**src/rtl/vector_muladd_v2.sv**
```systemverilog
// Pipelined CPF-lane multiply, adder-tree reduce, accumulate and requantise engine.
// Five register stages from input beat to op_dout/op_dout_en, independent of CPF.
module vector_muladd_v2 #(
    parameter int unsigned CPF       = 4,
    parameter int unsigned DIN_DW    = 16,
    parameter int unsigned WW        = 16,
    parameter int unsigned BIAS_DW   = 16,
    parameter int unsigned DOUT_DW   = 16,
    parameter int unsigned DIN_Q     = 6,
    parameter int unsigned Q         = 13,
    parameter int unsigned BIAS_Q    = 6,
    parameter int unsigned DOUT_Q    = 6,
    parameter int unsigned ACC_WIDTH = 40,
    parameter int unsigned RELU      = 1,
    parameter int unsigned ROUND     = 1,
    parameter int unsigned SAT       = 1
) (
    input  logic                    clk,
    input  logic                    rst,
    input  logic                    op_din_en,
    input  logic                    op_din_eop,
    input  logic [CPF*DIN_DW-1:0]   op_din,
    input  logic [CPF*WW-1:0]       op_weight,
    input  logic [BIAS_DW-1:0]      op_bias,
    output logic [DOUT_DW-1:0]      op_dout,
    output logic                    op_dout_en
);

    localparam int unsigned PW   = DIN_DW + WW;
    localparam int unsigned FRAC = DIN_Q + Q;
    localparam int unsigned S    = FRAC - DOUT_Q;
    localparam int unsigned BSH  = FRAC - BIAS_Q;
    localparam int unsigned RW   = ACC_WIDTH + 1;

    localparam logic signed [RW-1:0] RND_C = (ROUND != 0) ? (RW'(1) <<< (S - 1)) : '0;
    localparam logic signed [RW-1:0] MAX_C = (RW'(1) <<< (DOUT_DW - 1)) - RW'(1);
    localparam logic signed [RW-1:0] MIN_C = -(RW'(1) <<< (DOUT_DW - 1));

    // S1: input capture
    logic                        s1_en, s1_eop;
    logic [CPF*DIN_DW-1:0]       s1_din;
    logic [CPF*WW-1:0]           s1_w;
    logic signed [BIAS_DW-1:0]   s1_bias;

    // S2: per-lane products
    logic                        s2_en, s2_eop;
    logic signed [PW-1:0]        s2_prod [CPF];
    logic signed [PW-1:0]        prod_c  [CPF];
    logic signed [BIAS_DW-1:0]   s2_bias;

    // S3: reduced sum
    logic                        s3_en, s3_eop;
    logic signed [ACC_WIDTH-1:0] s3_sum, sum_c;
    logic signed [BIAS_DW-1:0]   s3_bias;

    // S4: accumulator and pre-quantisation result
    logic                        first;
    logic signed [ACC_WIDTH-1:0] acc, acc_next, bias_al;
    logic                        pre_vld;
    logic signed [ACC_WIDTH-1:0] pre;

    // S5 requantisation datapath
    logic signed [RW-1:0]        r_rnd, r_sh;
    logic signed [DOUT_DW-1:0]   q_c;

    always_comb begin
        for (int unsigned i = 0; i < CPF; i++) begin
            prod_c[i] = PW'($signed(s1_din[i*DIN_DW +: DIN_DW]))
                      * PW'($signed(s1_w[i*WW +: WW]));
        end
    end

    always_comb begin
        sum_c = '0;
        for (int unsigned i = 0; i < CPF; i++) begin
            sum_c = sum_c + ACC_WIDTH'(s2_prod[i]);
        end
    end

    always_comb begin
        acc_next = (first ? '0 : acc) + s3_sum;
        bias_al  = ACC_WIDTH'(s3_bias) <<< BSH;
    end

    // Round, shift, then saturate or wrap, then optional ReLU
    always_comb begin
        r_rnd = RW'(pre) + RND_C;
        r_sh  = r_rnd >>> S;
        q_c   = DOUT_DW'(r_sh);
        if (SAT != 0) begin
            if (r_sh > MAX_C) begin
                q_c = DOUT_DW'(MAX_C);
            end else if (r_sh < MIN_C) begin
                q_c = DOUT_DW'(MIN_C);
            end
        end
        if (RELU != 0 && q_c[DOUT_DW-1]) begin
            q_c = '0;
        end
    end

    always_ff @(posedge clk) begin
        if (rst) begin
            s1_en   <= 1'b0;
            s1_eop  <= 1'b0;
            s1_din  <= '0;
            s1_w    <= '0;
            s1_bias <= '0;
            s2_en   <= 1'b0;
            s2_eop  <= 1'b0;
            s2_bias <= '0;
            for (int unsigned i = 0; i < CPF; i++) begin
                s2_prod[i] <= '0;
            end
            s3_en   <= 1'b0;
            s3_eop  <= 1'b0;
            s3_sum  <= '0;
            s3_bias <= '0;
        end else begin
            s1_en   <= op_din_en;
            s1_eop  <= op_din_en & op_din_eop;
            s1_din  <= op_din;
            s1_w    <= op_weight;
            s1_bias <= $signed(op_bias);
            s2_en   <= s1_en;
            s2_eop  <= s1_eop;
            s2_bias <= s1_bias;
            for (int unsigned i = 0; i < CPF; i++) begin
                s2_prod[i] <= prod_c[i];
            end
            s3_en   <= s2_en;
            s3_eop  <= s2_eop;
            s3_sum  <= sum_c;
            s3_bias <= s2_bias;
        end
    end

    // Idle cycles leave acc/first untouched; an eop beat restarts the next vector from zero
    always_ff @(posedge clk) begin
        if (rst) begin
            acc     <= '0;
            first   <= 1'b1;
            pre_vld <= 1'b0;
            pre     <= '0;
        end else begin
            pre_vld <= s3_en & s3_eop;
            if (s3_en) begin
                if (s3_eop) begin
                    pre   <= acc_next + bias_al;
                    acc   <= '0;
                    first <= 1'b1;
                end else begin
                    acc   <= acc_next;
                    first <= 1'b0;
                end
            end
        end
    end

    always_ff @(posedge clk) begin
        if (rst) begin
            op_dout    <= '0;
            op_dout_en <= 1'b0;
        end else begin
            op_dout_en <= pre_vld;
            if (pre_vld) begin
                op_dout <= q_c;
            end
        end
    end

endmodule

```
**config.mk**
```make
export PLATFORM = sky130hd
export DESIGN_NAME = vector_muladd_v2
export DESIGN_NICKNAME = d
export VERILOG_FILES = /design/src/rtl/vector_muladd_v2.sv
export SDC_FILE = /design/constraint.sdc
export NUM_CORES = 2
export LEC_CHECK = 0
export ABC_AREA = 1
export CAP_MARGIN = 20
export CORE_UTILIZATION = 61
export CTS_CLUSTER_DIAMETER = 120
export DETAILED_ROUTE_END_ITERATION = 7
export MAX_ROUTING_LAYER = met4
export PLACE_DENSITY_LB_ADDON = 0.08
export SLEW_MARGIN = 0
export SYNTH_ARGS = -nofsm -noshare
export SYNTH_HDL_FRONTEND = slang
export SYNTH_SLANG_ARGS = --single-unit
```
**constraint.sdc**
```tcl
create_clock -name clk -period 14.7 [get_ports clk]
set_clock_uncertainty 0.05 [all_clocks]
set_input_delay 3.675 -clock clk [delete_from_list [all_inputs] [get_ports clk]]
set_output_delay 3.675 -clock clk [all_outputs]
set_load 0.01 [all_outputs]
```
Yosys cells after proc, flatten, opt, wreduce, memory -nomap -nowiden
Memory sizes are Yosys's and may differ from the RTL's.
Cells that the tools add are included.
Storage, ports and cells
  register bits after elaboration: 321
  output and inout port bits: 17
  logic and storage cells: 51
  memories: 1
  RAM bits: 128
Memory list
  s2_prod: depth 4, bits a word 32, rd ports 4, clocked after memory_dff 0, wr ports 4, RTL line 47  | logic signed [PW-1:0] s2_prod [CPF];
Operators by class
  multipliers: 4
  order comparisons: 2
  $add $sub $neg: 6
  bitwise operators: 6
  reductions and logical operators: 1
  mux-type cells: 13
Operators with widths (number)
  $mul A16 B16 Y32: 4
  $mux W32: 4
  $mux W40: 2
  $add A40 B14 Y41 const B: 1
  $add A40 B29 Y40: 1
  $add A40 B40 Y40: 1
  $add A34 B32 Y35: 1
  $add A33 B32 Y34: 1
  $add A32 B32 Y33: 1
  $mux W16: 2
  $gt A28 B16 Y1 const B: 1
  $lt A28 B16 Y1 const B: 1
  $mux W15: 1
  $mux W1: 4
  $or A1 B1 Y1: 4
  $and A1 B1 Y1: 2
  $reduce_and A2 Y1: 1

Logic depth before layout (Yosys ltp)
  depth in word-level cells: 5
  mapped depth: 30

Worst setup path before layout
No wires, ideal clock.
  path kind: register to register
  start point: register s1_din[15]
  end point: memory s2_prod[0][31] (netlist name)
  path slack: 8909 ps
  clock period less this slack: 5791 ps
  data required time: 14537 ps
  stages on the path, launching flop included: 24
  arrival: 5628 ps
  path through: dfxtp_1 clkbuf_1 nand2_1 inv_1 fa_1 fa_1 fa_1 fa_1 fa_1 inv_1 fa_1 inv_1 ha_1 nand2_1 nor2_1 nor3b_1 nand4_1 nand3_1 a21o_1 nand2_1 nand2_1 nand2_1 nand2_1 nor2_1
RTL lines
  start, declared: RTL line 41  | logic [CPF*DIN_DW-1:0] s1_din;
  start signal, assigned: RTL line 122  | s1_din <= op_din;
  end, declared: RTL line 47

==> flow_metrics.env <==
export IMPL_synth_adder_area_share_pct=45.3
export IMPL_synth_common_cells="inv_1 (2132), nand2_1 (1646), fa_1 (1115)"
export IMPL_numCtsBuffers=55
export IMPL_drv_cap=0
export IMPL_seq_area_um2=8630
export IMPL_synth_edf_count=0
export IMPL_muxShareOfSynthArea_pct=0
export IMPL_yosysWarnings=0
export IMPL_clkSinkCount=431
export IMPL_place_congestion=1.00
export IMPL_yosysTopAreaCell="fa_1"
export IMPL_utilization_pct=66.1
export IMPL_final_cell_count_no_fill=9180
export IMPL_grt_start_max_net_pins=90
export IMPL_seq_area_frac_synth_pct=14.1
export IMPL_syn_inst=7912
export IMPL_yosys_area_share_simple_pct=16.9
export IMPL_nets=9538
export IMPL_clockRootBuffer="clkbuf_16"
export IMPL_drv_slew=0
export IMPL_fmax_ghz=0.153
export IMPL_peakVddDrop_mv=0.116
export IMPL_syn_to_final_growth_pct=6.80
export IMPL_antenna_left=0
export IMPL_cp_arrival_ns=7.05
export IMPL_p_leak_nw=36.8
export IMPL_post_synth_top_area_fraction_pct=36.5
export IMPL_tns_ns=0
export IMPL_cpMaxStageDelayCell="fa_1"
export IMPL_post_route_period_util_pct=44.4
export IMPL_grt_first_pass_wirelength_mm=256
export IMPL_cts_tree="done"
export IMPL_synth_flop_cell="dfxtp_1"
export IMPL_crit_fanout=16
export IMPL_gr_usage_all_layers_pct=32.4
export IMPL_cts_htree_levels=2
export IMPL_synth_area_top_cells="fa_1 (37%), dfxtp_1 (14%), inv_1 (13%)"
export IMPL_cts_setup_buffers=0
export IMPL_dp_hpwl_mm=127
export IMPL_place_area_um2=63300
export IMPL_row_count=115
export IMPL_routed_wl_mm=153
export IMPL_cp_common_cell="fa_1"
export IMPL_grt_overflow=0
export IMPL_cts_root_to_sink_buffers=3
export IMPL_hp_class="register to register"
export IMPL_critical_path_buf_inv_count=3
export IMPL_die_area_um2=102000
export IMPL_multi_input_comb_area_um2=43400
export IMPL_critPathRequiredTime_ns=15.23
export IMPL_dieWidth_um=319
export IMPL_fill_cells=8770
export IMPL_setup_viol=0
export IMPL_clkTransAtPathRegs_ns=0.06
export IMPL_drt_initial_drc_count=3238
export IMPL_fin_area_um2=65300
export IMPL_tightest_slew_ns=0.982
export IMPL_drc=0
export IMPL_synth_cell_types=50
export IMPL_final_layout_size_suffix_gt1_share_pct=2.12
export IMPL_vias=48200
export IMPL_fin_crit_ns=6.52
export IMPL_async_flop_share_pct=0
export IMPL_crit_family="adder cells"
export IMPL_syn_num_nets=9603
export IMPL_clk_latency_ns=0.69
export IMPL_powerDensity_nw_per_um2=125
export IMPL_ys_seq_elements=431
export IMPL_post_cts_resize_count=0
export IMPL_grt_setup_unrepaired="false"
export IMPL_syn_area_um2=61100
export IMPL_status="complete, no violations"
export IMPL_synth_compound_area_share_pct=7.63
export IMPL_critPathKind="register to register"
export IMPL_synth_xor_xnor_area_share_pct=1.15
export IMPL_port_buffers=163
export IMPL_die_height_um=319
export IMPL_crit_path_end_kind="register"
export IMPL_synth_most_common_cell="inv_1"
export IMPL_start_util_pct=61.9
export IMPL_grt_pass1_vias=49600
export IMPL_hold_violations=0
export IMPL_antenna_found_initial=1
export IMPL_wl_per_cell_um=16.7
export IMPL_start_kind="register"
export IMPL_path_cells="nand2_1 -> inv_1 -> fa_1 -> fa_1 -> fa_1 -> fa_1 -> fa_1 -> inv_1 -> fa_1 -> inv_1 -> ha_1 -> nand2_1 -> nor2_1 -> nor3b_1 -> nand4_1 -> nand3_1 -> a21o_1 -> a21boi_0 -> nand2_1 -> nand2_1 -> nor2_1"
export IMPL_hold_buffers=0
export IMPL_dp_cells=9077
export IMPL_vias_per_cell=5.25
export IMPL_detail_route_first_pass_iterations=6
export IMPL_io_pin_count=165
export IMPL_relSlewSlack_pct=34.6
export IMPL_synth_avg_cell_area_um2=7.73
export IMPL_cpPeakStageDelay_ns=0.93
export IMPL_core_um2=98900
export IMPL_synth_top_family_by_area="adder cells"
[cell families (layout without fill, tap and decap cells)]
kind of cell,count (synthesis),in the layout
other cells,1,2
simple gates,2576,2576
compound gates,851,851
flops,431,431
buf+inv,2430,2410
fa+ha+maj,1543,1543
xor+xnor,80,80
[worst reg2reg max path, cell delays in order, from the launching register on]
cell	delay, ns
dfxtp_1	0.70
nand2_1	0.22
inv_1	0.18
fa_1	0.57
fa_1	0.93
fa_1	0.54
fa_1	0.50
fa_1	0.49
inv_1	0.05
fa_1	0.47
inv_1	0.04
ha_1	0.33
nand2_1	0.11
nor2_1	0.15
nor3b_1	0.28
nand4_1	0.14
nand3_1	0.14
a21o_1	0.20
a21boi_0	0.13
nand2_1	0.08
nand2_1	0.04
nor2_1	0.10
[state kept, by name, indices dropped and copies added, names as in the netlist, 15 cells and up]
name,count
op_dout,15
pre,28
s1_din,64
acc,40
s1_bias,16
s3_bias,16
s2_prod,128
s1_w,64
s3_sum,35
s2_bias,16
[final timing paths]
check	start	slack, ns	cells past startpoint	to
max	s1_din[15]	8.18	21	s2_prod[0][29]
min	s1_bias[14]	0.35	2	s2_bias[14]
max reg2reg	s1_din[15]	8.18	21	s2_prod[0][29]
min reg2reg	s1_bias[14]	0.35	2	s2_bias[14]
[metal layers]
layer	vias to the layer above	share of wire (%)	wire, um	global-route usage (%)
met5	-	0	0	-
met4	0	3.0	4570	9.31
met3	255	5.5	8420	2.99
met2	1422	48	73200	52.6
met1	23600	44	67200	43.5
li1	23000	-	-	-
[area by class of cell]
| type | instances | share of cell area, % |
|---|---|---|
| Sequential cell | 431 | 13.2 |
| Antenna cell | 1 | 0.00383 |
| Inverter | 2136 | 12.3 |
| Clock inverter | 33 | 0.653 |
| Clock buffer | 69 | 2.36 |
| Tap cell | 1287 | 2.47 |
| Multi-Input combinational cell | 5051 | 66.4 |
| Timing Repair Buffer | 172 | 2.61 |
[where the power goes]
| part | internal, mW | leakage (nW) | switching [mW] |
|---|---|---|---|
| logic | 1.84 | 32.3 | 3.25 |
| registers | 1.37 | 3.56 | 0.260 |
| clock network | 0.860 | 0.951 | 0.612 |
[cells in the final DEF, fill, tap and decap left out, types with 5 or more instances in the layout]
master	instances
and2_1	17
clkbuf_8	9
nor4_1	14
nor2_1	615
bufinv_16	6
or2_2	24
ha_1	428
nor3_1	18
clkinv_4	6
o21ai_0	261
dfxtp_1	431
o2111a_1	5
a21boi_0	16
buf_4	9
o21bai_1	25
inv_1	2131
xor2_1	35
a21o_1	42
o211ai_1	8
nand3b_1	16
nand2_2	16
a211oi_1	9
o21a_1	31
clkbuf_16	56
a31oi_1	13
nand2_1	1646
clkdlybuf4s50_1	162
clkinv_2	6
fa_1	1115
clkinvlp_4	6
a21oi_1	430
nor2_2	6
xnor2_1	45
nand4_1	39
nand3_1	146
[per-stage QoR]
stage / total power [mW] / hold slack [ns] / worst slack, ns
4_1_cts: 8.20 / 0.359 / 8.20
6_report: 8.19 / 0.354 / 8.18
3_5_place_dp: 6.67 / 0.348 / 8.25
2_1_floorplan: 5.17 / 0.338 / 8.91
5_1_grt: 9.00 / 0.365 / 7.82
3_3_place_gp: 6.63 / 0.341 / 8.43
(Power assumes the default switching activity.)
